## config.mk

```make
export PLATFORM = sky130hd
export DESIGN_NAME = inst_encoder
export DESIGN_NICKNAME = d
export VERILOG_FILES = /design/src/rtl/inst_encoder.sv
export SDC_FILE = /design/constraint.sdc
export NUM_CORES = 1
export LEC_CHECK = 0
export BUFFER_PORTS_ARGS = -buffer_cell sky130_fd_sc_hd__buf_2
export CORE_MARGIN = 2
export CORE_UTILIZATION = 50
export DETAILED_ROUTE_END_ITERATION = 8
export PLACE_DENSITY_LB_ADDON = 0.15
export SYNTH_ARGS = -nofsm -noshare
export SYNTH_HDL_FRONTEND = slang
export SYNTH_SLANG_ARGS = --single-unit
export TNS_END_PERCENT = 30
```

## constraint.sdc

```tcl
create_clock -name clk -period 3.32 [get_ports clk]
set_input_delay 0.664 -clock clk [delete_from_list [all_inputs] [get_ports clk]]
set_output_delay 0.664 -clock clk [all_outputs]
set_load 0.02 [all_outputs]
```

## src/rtl/inst_encoder.sv

```systemverilog
// inst_encoder: packs opcode/funct/register/immediate fields into an RV32IF
// instruction word, and expands the LI pseudo-op into LUI/ADDI. One
// registered output stage with valid/ready on both sides.
module inst_encoder #(
  parameter int SUPPORT_F = 1,  // 1: FP load/store/arith opcodes are legal
  parameter int LI_ELIDE  = 1   // 1: drop the zero half of an LI expansion
) (
  input  logic        clk,
  input  logic        rst_n,
  input  logic        req_valid,
  output logic        req_ready,
  input  logic        req_li,
  input  logic [6:0]  req_opcode,
  input  logic [2:0]  req_funct3,
  input  logic [6:0]  req_funct7,
  input  logic [4:0]  req_rd,
  input  logic [4:0]  req_rs1,
  input  logic [4:0]  req_rs2,
  input  logic [31:0] req_imm,
  output logic        inst_valid,
  input  logic        inst_ready,
  output logic [31:0] inst_out,
  output logic        inst_err
);

  // opcode[6:2] major groups
  localparam logic [4:0] OP_LOAD   = 5'b00000;
  localparam logic [4:0] OP_FLW    = 5'b00001;
  localparam logic [4:0] OP_IMM    = 5'b00100;
  localparam logic [4:0] OP_AUIPC  = 5'b00101;
  localparam logic [4:0] OP_STORE  = 5'b01000;
  localparam logic [4:0] OP_FSW    = 5'b01001;
  localparam logic [4:0] OP_REG    = 5'b01100;
  localparam logic [4:0] OP_LUI    = 5'b01101;
  localparam logic [4:0] OP_FARITH = 5'b10100;
  localparam logic [4:0] OP_BRANCH = 5'b11000;
  localparam logic [4:0] OP_JALR   = 5'b11001;
  localparam logic [4:0] OP_JAL    = 5'b11011;

  localparam logic [6:0]  LUI_OPC  = 7'b0110111;
  localparam logic [6:0]  ADDI_OPC = 7'b0010011;
  localparam logic [31:0] NOP_WORD = 32'h0000_0013;

  typedef enum logic [2:0] {
    FMT_R, FMT_I, FMT_S, FMT_B, FMT_J, FMT_U, FMT_BAD
  } fmt_t;

  typedef enum logic {
    S_IDLE,
    S_LI2
  } state_t;

  state_t      r_state;
  logic        r_valid;
  logic [31:0] r_out;
  logic        r_err;
  logic [31:0] r_pend;    // second LI word, waiting for word 1 to drain

  fmt_t        w_fmt;
  logic        w_is_fp;
  logic        w_i_ok;
  logic        w_b_ok;
  logic        w_j_ok;
  logic        w_u_ok;
  logic [31:0] w_word;
  logic        w_err;

  logic [31:0] w_li_sum;
  logic [19:0] w_li_hi;
  logic [11:0] w_li_lo;
  logic [31:0] w_li_lui;
  logic [31:0] w_li_addi_x0;
  logic [31:0] w_li_addi_rd;
  logic [31:0] w_li_first;
  logic [31:0] w_li_second;
  logic        w_li_two;

  logic [31:0] w_first;
  logic        w_first_err;
  logic        w_accept;

  // Accept only from IDLE when the output slot is free or draining this cycle;
  // never during reset and never looking at req_valid.
  assign req_ready = rst_n && (r_state == S_IDLE) && (!r_valid || inst_ready);
  assign w_accept  = req_valid && req_ready;

  assign inst_valid = r_valid;
  assign inst_out   = r_out;
  assign inst_err   = r_err;

  // Classify the opcode into an encoding format; anything unrecognised is BAD.
  always_comb begin
    w_fmt   = FMT_BAD;
    w_is_fp = 1'b0;
    if (req_opcode[1:0] == 2'b11) begin
      case (req_opcode[6:2])
        OP_REG:    w_fmt = FMT_R;
        OP_FARITH: begin w_fmt = FMT_R; w_is_fp = 1'b1; end
        OP_LOAD,
        OP_JALR,
        OP_IMM:    w_fmt = FMT_I;
        OP_FLW:    begin w_fmt = FMT_I; w_is_fp = 1'b1; end
        OP_STORE:  w_fmt = FMT_S;
        OP_FSW:    begin w_fmt = FMT_S; w_is_fp = 1'b1; end
        OP_BRANCH: w_fmt = FMT_B;
        OP_JAL:    w_fmt = FMT_J;
        OP_LUI,
        OP_AUIPC:  w_fmt = FMT_U;
        default:   w_fmt = FMT_BAD;
      endcase
    end
    if (w_is_fp && (SUPPORT_F == 0)) w_fmt = FMT_BAD;
  end

  // Immediate range checks: the bits above the field must be a pure sign
  // extension, and branch/jump offsets must be even.
  always_comb begin
    w_i_ok = (&req_imm[31:11]) || (~|req_imm[31:11]);
    w_b_ok = ((&req_imm[31:12]) || (~|req_imm[31:12])) && !req_imm[0];
    w_j_ok = ((&req_imm[31:20]) || (~|req_imm[31:20])) && !req_imm[0];
    w_u_ok = ~|req_imm[11:0];
  end

  // Field packing; out-of-range immediates are still packed (truncated) but flagged.
  always_comb begin
    w_word = NOP_WORD;
    w_err  = 1'b0;
    case (w_fmt)
      FMT_R: w_word = {req_funct7, req_rs2, req_rs1, req_funct3, req_rd, req_opcode};
      FMT_I: begin
        w_word = {req_imm[11:0], req_rs1, req_funct3, req_rd, req_opcode};
        w_err  = !w_i_ok;
      end
      FMT_S: begin
        w_word = {req_imm[11:5], req_rs2, req_rs1, req_funct3, req_imm[4:0], req_opcode};
        w_err  = !w_i_ok;
      end
      FMT_B: begin
        w_word = {req_imm[12], req_imm[10:5], req_rs2, req_rs1, req_funct3,
                  req_imm[4:1], req_imm[11], req_opcode};
        w_err  = !w_b_ok;
      end
      FMT_J: begin
        w_word = {req_imm[20], req_imm[10:1], req_imm[11], req_imm[19:12], req_rd, req_opcode};
        w_err  = !w_j_ok;
      end
      FMT_U: begin
        w_word = {req_imm[31:12], req_rd, req_opcode};
        w_err  = !w_u_ok;
      end
      default: begin
        w_word = NOP_WORD;
        w_err  = 1'b1;
      end
    endcase
  end

  // LI split: hi is rounded so that adding the sign-extended lo restores imm.
  always_comb begin
    w_li_sum     = req_imm + 32'h0000_0800;
    w_li_hi      = w_li_sum[31:12];
    w_li_lo      = req_imm[11:0];
    w_li_lui     = {w_li_hi, req_rd, LUI_OPC};
    w_li_addi_x0 = {w_li_lo, 5'd0, 3'b000, req_rd, ADDI_OPC};
    w_li_addi_rd = {w_li_lo, req_rd, 3'b000, req_rd, ADDI_OPC};
    w_li_first   = w_li_lui;
    w_li_second  = w_li_addi_rd;
    w_li_two     = 1'b1;
    if (LI_ELIDE != 0) begin
      if (w_li_hi == 20'd0) begin
        // also covers imm == 0
        w_li_first = w_li_addi_x0;
        w_li_two   = 1'b0;
      end else if (w_li_lo == 12'd0) begin
        w_li_first = w_li_lui;
        w_li_two   = 1'b0;
      end
    end
  end

  // Select what goes into the output register on acceptance.
  always_comb begin
    w_first     = req_li ? w_li_first : w_word;
    w_first_err = req_li ? 1'b0       : w_err;
  end

  // Output stage and LI sequencing FSM.
  always_ff @(posedge clk) begin
    if (!rst_n) begin
      r_state <= S_IDLE;
      r_valid <= 1'b0;
      r_out   <= 32'd0;
      r_err   <= 1'b0;
      r_pend  <= 32'd0;
    end else begin
      case (r_state)
        S_IDLE: begin
          if (w_accept) begin
            r_valid <= 1'b1;
            r_out   <= w_first;
            r_err   <= w_first_err;
            if (req_li && w_li_two) begin
              r_pend  <= w_li_second;
              r_state <= S_LI2;
            end
          end else if (inst_ready) begin
            r_valid <= 1'b0;
          end
        end
        S_LI2: begin
          // word 1 is always valid here; swap in word 2 as it drains
          if (r_valid && inst_ready) begin
            r_out   <= r_pend;
            r_err   <= 1'b0;
            r_valid <= 1'b1;
            r_state <= S_IDLE;
          end
        end
        default: r_state <= S_IDLE;
      endcase
    end
  end

endmodule

```

# == Word-level counts from Yosys, hierarchy flattened ==
# Index checks and enable logic that the tools add are counted.
# W data, S select, Z words.
# word_totals
regBits,60
# op_classes
mux,23
addsub,1
bitwise_logic,1
n_reduce_logical,38
eq_ne,20
# ops
operator,n
$pmux W32 S6,1
$mux W32,4
$pmux W32 S2,1
$add A32 B12 Y32 const B,1
$reduce_or A12 Y1,2
$reduce_and A21 Y1,1
$reduce_or A21 Y1,1
$eq A5 B4 Y1 const B,4
$eq A5 B5 Y1 const B,4
$logic_not A20 Y1,1
$reduce_and A20 Y1,1
$reduce_or A20 Y1,1
$pmux W3 S6,1
$logic_not A12 Y1,1
$reduce_and A12 Y1,1
$mux W1,11
$eq A5 B3 Y1 const B,2
$logic_not A1 Y1,8
$reduce_or A2 Y1,4
$logic_and A1 B1 Y1,7
$eq A3 B2 Y1 const B,2
$eq A3 B3 Y1 const B,2
$pmux W1 S2,3
$eq A5 B1 Y1 const B,1
14 further kinds,18

# == Logic depth before layout (Yosys ltp) ==
# Gate-level depths: netlist (run 1).
# logic_depth
word_depth,10
depth_mapped,12

# == Worst setup path after synthesis (run 1) ==
# OpenSTA, ideal clock, no wires.
# synth_timing
kind,input to register
from,input req_imm[11]
to,register r_pend[4]
setup_slack_ps,221
setup_time_ps,115
t_required_ps,3205
t_arrival_ps,2985
path_stages,12
path_cell_list,ha_1 -> and3_1 -> buf_2 -> and4_1 -> buf_4 -> nand3_2 -> o311a_1 -> o41a_1 -> and2_1 -> buf_2 -> buf_6 -> o21a_1
# synth_between
elab_chain_cells,5
elab_cells_between_ends,7
# synth_rtl
element,line,text
"start, declared",19,"input logic [31:0] req_imm,"
$add A32 B12 Y32 or $logic_not A12 Y1 (tied branches),"160, 174",
$logic_not A20 Y1 or $mux W1 (tied branches),"170, 174",
$mux W1 (*),170,if (w_li_hi == 20'd0) begin
$logic_and A1 B1 Y1 (*),202,if (req_li && w_li_two) begin
$reduce_and A3 Y1 (no line) (*),n/a,
"end signal, assigned",203,r_pend <= w_li_second;
"end, declared",57,logic [31:0] r_pend;
# Mark *: on every way between the ends. The rest lies on a longest branch, timed or not.
# A chain may end at the register's enable or synchronous reset.

# == Worst setup path after layout (run 1) ==
# layout_timing
from,input req_imm[11]
to,register r_state
# layout_between
elab_chain_cells,7
elab_cells_between_ends,9
# layout_rtl
element,line,text
$add A32 B12 Y32 or $logic_not A12 Y1 (tied branches),"160, 174",
$logic_not A20 Y1 or $mux W1 (tied branches),"170, 174",
$mux W1 (*),170,
$logic_and A1 B1 Y1 (*),202,
$mux W1 (*),202,
$mux W1 (*),198,if (w_accept) begin
$pmux W1 S2 (*),196,case (r_state)
"end signal, assigned",204,r_state <= S_LI2;
"end signal, assigned",216,r_state <= S_IDLE;
"end signal, assigned",219,default: r_state <= S_IDLE;
"end, declared",53,state_t r_state;
# Marked as above.

==> qor.yml, run 1 <==
ys_warn_count: 0
rsz0062_at_grt: "no"
ctsHoldBuffers: 0
synth_area_um2: 3840
arrival_ps: 3200
grt-busiest-layer: "met2"
crit_required_ps: 3540
synthTopCellsByCount: "dfxtp_1, nand2_1, nor2_1"
die_w_um: 91.7
rr_worst_depth: 8
grt_pass1_vias: 4342
power_density_nw_per_um2: 328
worstHoldStart: "r_pend[24]"
r2r-start: "inst_valid"
antenna-diode-count: 0
totalWireLength_um: 13900
grtUsageMet1_pct: 44.6
start_kind: "input pin"
cpPeakStageDelay_ps: 500
avgSynthCellArea_um2: 7.37
cts_buffers: 5
grt_max_degree: 32
period_share_pct: 89.6
tritoncts: "built"
grt_use_met3_pct: 4.68
die_area_um2: 8410
holdPathStages: 2
hold_ws_ps: 457
syn_nets: 593
ys_seq_area_share_pct: 27.6
dp_hpwl_um: 10600
synth_largest_area_cell: "dfxtp_1"
synthDistinctLibCells: 64
cts_sinks: 53
port_buffers: 103
routabilityCongestion: 0.994
cts_buffer_depth: 2
synth_flop_cell: "dfxtp_1"
die_h_um: 91.7
core-area_um2: 7330
cts_htree_levels: 2
dr.first_iter.drc_count: 435
grt_use_met2_pct: 53.6
antenna_left: 0
clk_transition_reported_paths_ps: 100
num_vias: 4674
clock_skew_ps: 8.04
vdd_ir_drop_max_mv: 0.237
rr_endpoint: "r_pend[30]"
dpl.cell_count: 709
synth_area_leaders: "dfxtp_1, nand2_1, nand3_1"
grt_pass1_wl_um: 22200
worstPathMaxFanout: 19
syn_inst: 522
netlist.area_leader.share_pct: 27.6
fp-row-count: 31
drive_gt1_share_pct: 25.2
postCtsSetupBuffers: 0
wl_per_cell_um: 19.4
grt-ovfl-total: 0
dr.pass1.iters: 5
clock.fmax_mhz: 336
synth_edf_count: 0
drv_slew: 0
setup_slack_ps: 345
hold_viol_final: 0
status: "complete, no violations"
critPathKind: "input pin to register"
tightest_slew_ps: 960
yosysMostFrequentCell: "dfxtp_1"
fin_crit_ps: 2980
p_leak_uw: 0.00183
hp-class: "register to register"
setup_viol: 0
min_to: "r_pend[24]"
cap_violations: 0
start_util_pct: 52.4
synthArstFlopShare_pct: 0
ys_seq_elements: 53
vias_per_cell: 6.52
grt.total_usage_pct: 32.9
syn_to_final_growth_pct: 20.3
final_cells: 717
clock_latency_ps: 310
cp_cell_sequence: "buf_2 -> ha_1 -> nand3_2 -> or4_1 -> a211oi_1 -> nand4_1 -> o41a_1 -> and2_1 -> o21a_1"
clockRootBuffer: "clkbuf_8"
pre_cts_slack_ps: 36.9
nets: 688
rrSetupSlack_ps: 860
tns_ps: 0
antenna_found_initial: 0
power_uw: 1520
fill_cells: 717
critPathSlowestCell: "or4_1"
drc: 0
maxSlewHeadroom_pct: 35.8
io_pins: 104
post_cts_resized: 0
cp-end-kind: "register"
per-stage QoR:
stage / util [%] / cell area [µm²]
final: 63.1 / 4630
after global routing: 63.1 / 4630
after CTS: 63.1 / 4630
after detailed placement: 61.6 / 4510
after global placement: 61.6 / 4510
after floorplan: - / 3840
final cells by class:
cell class	count	area (µm²)	share of cell area (%)
clock buffer	6	72.6	1.57
clock inverter	2	38.8	0.839
inverter	12	45.0	0.974
multi-input combinational	411	2540	54.8
sequential	53	1060	22.9
tap	99	124	2.68
timing repair buffer	134	748	16.2
kinds of logic after synthesis:
| family | count (synthesis) | share of synthesized area [%] |
|---|---|---|
| AOI/OAI and AO/OA | 170 | 31.0 |
| xor gates and xnor gates | 22 | 5.01 |
| adders and majority gates | 2 | 0.651 |
| buffers and inverters | 58 | 6.67 |
| DFF | 53 | 27.6 |
| and+or+nand+nor | 217 | 29.0 |
worst max path at each step:
stage                 end  cells after the start  slack [ps]   startpoint
2_1_floorplan   r_pend[4]                     12         220  req_imm[11]
3_3_place_gp      r_state                      9          80  req_imm[11]
3_5_place_dp      r_state                      9          40  req_imm[11]
4_1_cts           r_state                      9         360  req_imm[11]
5_1_grt        r_pend[29]                      8         190  req_imm[14]
6_report          r_state                      9         340  req_imm[11]
flip-flops by register name, summed over array words and instances, names as in the netlist:
register,cells
inst_valid,1
inst_out,32
r_pend,18
r_state,1
inst_err,1
metal layers:
| metal | vias up | wire, µm |
|---|---|---|
| li1 | 2166 | - |
| met1 | 2203 | 5930 |
| met2 | 273 | 6330 |
| met3 | 32 | 1250 |
| met4 | 0 | 354 |
| met5 | - | 0 |
critical path, delay by kind of cell:
family          cells  cell delay [ps]
fa+ha+maj           1              210
simple gates        4             1190
buf+inv             1              130
compound gates      3              990
report_power, final:
group,internal [µW],switching (µW),total [µW]
combinational,140,242,382
sequential,668,20.8,689
clock,227,220,447
total,1030,482,1520
cells in the final DEF, fill, tap and decap left out, types with 11 or more instances in the layout:
cell,n
a22oi_1,14
nand2_1,52
buf_2,103
xnor2_1,14
nand4_1,15
dfxtp_1,53
buf_4,31
a21oi_1,27
a221oi_1,12
inv_1,11
nand3_1,38
nor2_1,41
o21ai_0,29
Power figures use the tool's default switching activity.
==> inputs of run 2 (changes only) <==
Settings changed: BUFFER_PORTS_ARGS -buffer_cell sky130_fd_sc_hd__buf_2 to default, CORE_UTILIZATION 50 to 45, DONT_BUFFER_PORTS from default to 1.
==> qor.yml, run 2 (same netlist as run 1, synthesis figures left out) <==
clock.fmax_mhz: 336
antenna_found_initial: 0
vias_per_cell: 6.92
seqPwrFrac_pct: 52.2
largest_register_ffs: 32
p_leak_uw: 0.00133
final_util_pct: 48.9
post_cts_resized: 0
rsz0062_at_grt: "no"
drive_gt1_share_pct: 8.53
antenna-diode-count: 0
fp-row-count: 33
fin_crit_ps: 2980
cts_buffers: 5
dr.pass1.iters: 5
p_sw_uw: 391
cts_sinks: 53
cap_violations: 0
drv_slew: 0
arrival_ps: 3190
worstPathMaxFanout: 19
die_area_um2: 9300
cp-end-kind: "register"
maxSlewHeadroom_pct: 44.1
die_h_um: 96.4
setup_viol: 0
grt_max_degree: 33
die_w_um: 96.4
antenna_left: 0
p_clk_share_pct: 31.6
drc: 0
postCtsSetupBuffers: 0
tns_ps: 0
clockRootBuffer: "clkbuf_8"
clk_transition_reported_paths_ps: 80
syn_to_final_growth_pct: 4.95
start_util_pct: 46.6
cpPeakStageDelay_ps: 520
tritoncts: "built"
dpl.cell_count: 602
nets: 575
fill_cells: 855
critPathKind: "input pin to register"
p_int_uw: 981
vdd_ir_drop_max_mv: 0.194
crit_required_ps: 3530
dp_hpwl_um: 10400
grt_pass1_vias: 3793
clock_latency_ps: 320
num_vias: 4217
core-area_um2: 8260
ctsHoldBuffers: 0
final_cells: 609
grt-ovfl-total: 0
cts_htree_levels: 2
tightest_slew_ps: 838
status: "complete, no violations"
final_cell_area_um2: 4040
cts_buffer_depth: 2
hold_viol_final: 0
port_buffers: 0
placed_cell_area_um2: 3930
crit_family: "simple AND/OR/NAND/NOR gates"
dr.first_iter.drc_count: 422
comb_power_share_pct: 16.1
wl_per_cell_um: 22.9
start_kind: "input pin"
hp-class: "register to register"
swShare_pct: 28.5
cp_num_buf_inv: 0
routabilityCongestion: 0.955
period_share_pct: 89.7
final_common_cell: "dfxtp_1"
clock_skew_ps: 12.5
io_pins: 104
mostFrequentLayoutCells: "dfxtp_1, nand2_1, nor2_1, nand3_1, o21ai_0"
cp_cell_sequence: "ha_1 -> nand3_2 -> or4_1 -> a211oi_1 -> nand4_1 -> o41a_1 -> and2_1 -> o21a_1"
critPathSlowestCell: "or4_1"
grt_pass1_wl_um: 20800
totalWireLength_um: 13900
power_density_nw_per_um2: 340
grt.total_usage_pct: 29.4
[run 2: changes by cell type in the layout (fill, tap and decap cells not counted), sizes merged]
cell,before,now
buf,134,21
clkbuf,6,5
[run 2: worst reg2reg max path, delay by kind of cell (launching register included)]
family / cells / cell delay [ps]
AO/OA/AOI/OAI: 2 / 400
AND/OR/NAND/NOR: 4 / 1320
flip-flops: 1 / 420
buffers and inverters: 1 / 290
[run 2: path summary, 6_finish.rpt]
path	start	endpoint	slack [ps]	depth (start not counted)
min	r_pend[31]	r_pend[31]	450	2
max	req_imm[11]	r_state	340	8
max reg2reg	inst_valid	r_pend[29]	770	7
min reg2reg	r_pend[31]	r_pend[31]	450	2
[run 2: final cells by class]
type	count	area (µm²)	share of cell area, %
multi-input combinational	411	2540	62.9
sequential	53	1060	26.3
timing repair buffer	21	158	3.91
tap	105	131	3.26
clock buffer	5	68.8	1.71
inverter	12	45.0	1.12
clock inverter	2	35.0	0.868
[run 2: power by group through the flow]
stage | logic, µW | clock network, µW | registers, µW
floorplan | 201 | 0 | 723
global placement | 214 | 0 | 731
detailed placement | 217 | 0 | 732
CTS | 219 | 436 | 717
global route | 242 | 457 | 721
finish | 222 | 434 | 717
[run 2: layer usage]
metal	routed length (µm)	part of all wire, %	vias to the layer above	GRT usage [%]
met1	5780	42	1976	38.5
met3	1650	12	38	9.54
met4	397	2.9	0	10.6
met5	0	0	-	0
li1	-	-	1946	-
met2	6100	44	257	45.1
[run 2: through the flow]
step | power [µW] | hold WS, ps | setup slack [ps]
finish | 1370 | 446 | 342
global route | 1420 | 460 | 215
CTS | 1370 | 451 | 378
detailed placement | 949 | 439 | 45.2
global placement | 945 | 433 | 119
floorplan | 924 | 424 | 221
==> inputs of run 3 (changes only) <==
Settings changed: CELL_PAD_IN_SITES_DETAIL_PLACEMENT from default to 1, CELL_PAD_IN_SITES_GLOBAL_PLACEMENT from default to 1.
==> qor.yml, run 3 (same netlist as run 1, synthesis figures left out) <==
worstPathMaxFanout: 19
tns_ps: 0
syn_to_final_growth_pct: 5.14
post_cts_resized: 0
cts_sinks: 53
ctsHoldBuffers: 0
rsz0062_at_grt: "no"
multiInputGateArea_um2: 2540
vias_per_cell: 7.05
drv_slew: 0
comb_power_share_pct: 15.8
nets: 575
regArea_um2: 1060
fin_crit_ps: 3010
mostFrequentLayoutCells: "dfxtp_1, nand2_1, nor2_1, nand3_1, o21ai_0"
power_density_nw_per_um2: 345
dr.pass1.iters: 5
antenna_found_initial: 0
dpl.cell_count: 602
period_share_pct: 90.6
clockRootBuffer: "clkbuf_8"
seqPwrFrac_pct: 51.5
maxSlewHeadroom_pct: 42.3
drc: 0
grt-ovfl-total: 0
status: "complete, no violations"
core-area_um2: 8260
clk_transition_reported_paths_ps: 100
cp_cell_sequence: "ha_1 -> nand3_2 -> or4_1 -> a211oi_1 -> nand4_1 -> o41a_1 -> and2_1 -> o21a_1"
wl_per_cell_um: 24.4
critPathKind: "input pin to register"
cts_buffers: 5
critPathSlowestCell: "or4_1"
vdd_ir_drop_max_mv: 0.202
totalWireLength_um: 14900
hp-class: "register to register"
routabilityCongestion: 0.955
hold_viol_final: 0
grt_pass1_wl_um: 22800
tightest_slew_ps: 864
io_pins: 104
tritoncts: "built"
swShare_pct: 29.3
crit_required_ps: 3540
start_kind: "input pin"
largest_register_ffs: 32
die_area_um2: 9300
dp_hpwl_um: 11300
cap_violations: 0
postCtsSetupBuffers: 0
port_buffers: 0
grt.total_usage_pct: 32.4
setup_viol: 0
final_cells: 610
die_h_um: 96.4
fill_cells: 1050
num_vias: 4303
antenna_left: 0
die_w_um: 96.4
p_leak_uw: 0.00133
antenna-diode-count: 0
start_util_pct: 46.6
arrival_ps: 3230
p_clk_share_pct: 32.6
rrSetupSlack_ps: 570
grt_max_degree: 33
dr.first_iter.drc_count: 299
cpPeakStageDelay_ps: 520
final_common_cell: "dfxtp_1"
p_int_uw: 987
cp-end-kind: "register"
p_sw_uw: 409
fp-row-count: 33
cts_htree_levels: 2
cts_buffer_depth: 2
drive_gt1_share_pct: 8.51
clock.fmax_mhz: 333
clock_latency_ps: 320
grt_pass1_vias: 4205
clock_skew_ps: 6.77
## run 3: cell types whose count changed in the layout (fill, tap and decap cells not counted)
cell / delta
clkinv_2: -1
clkinv_4: +1
clkbuf_1: +1
## run 3: cell type report
cell class / instances / area share [%]
Multi-Input combinational cell: 411 / 62.7
Sequential cell: 53 / 26.2
Timing Repair Buffer: 21 / 3.90
Tap cell: 105 / 3.25
Clock buffer: 6 / 1.80
Inverter: 12 / 1.11
Clock inverter: 2 / 0.959
## run 3: final timing paths
path                                   from         end  cells past startpoint
worst max-delay path            req_imm[11]     r_state                      8
worst max register to register      r_state  r_pend[15]                      6
worst min-delay path             r_pend[22]  r_pend[22]                      2
worst min register to register   r_pend[22]  r_pend[22]                      2
## run 3: stage by stage
| stage | power, µW | utilization (%) | hold WS (ps) | instance area [µm²] | setup slack, ps |
|---|---|---|---|---|---|
| after floorplan | 924 | - | 424 | 3840 | 221 |
| after global placement | 945 | 47.6 | 433 | 3930 | 101 |
| after detailed placement | 953 | 47.6 | 445 | 3930 | -12.6 |
| after CTS | 1390 | 49.0 | 457 | 4040 | 326 |
| after global routing | 1440 | 49.0 | 457 | 4040 | 148 |
| final | 1400 | 49.0 | 453 | 4040 | 313 |
## run 3: critical path, delay by kind of cell
family	cells	cell delay (ps)
AOI/OAI and AO/OA	3	1000
adders and majority gates	1	240
and+or+nand+nor	4	1310
## run 3: metal layers
| metal | track usage [%] | routed length (µm) | up-vias |
|---|---|---|---|
| met5 | 0 | 0 | - |
| met4 | 10.1 | 305 | 0 |
| met3 | 8.92 | 1500 | 25 |
| met2 | 53.2 | 6880 | 207 |
| met1 | 41.2 | 6180 | 2134 |
| li1 | - | - | 1937 |
## run 3: power groups by stage
| stage | registers, µW | logic, µW | clock network [µW] |
|---|---|---|---|
| floorplan | 723 | 201 | 0 |
| global placement | 733 | 211 | 0 |
| detailed placement | 734 | 218 | 0 |
| CTS | 719 | 219 | 456 |
| global route | 725 | 244 | 473 |
| finish | 719 | 221 | 456 |
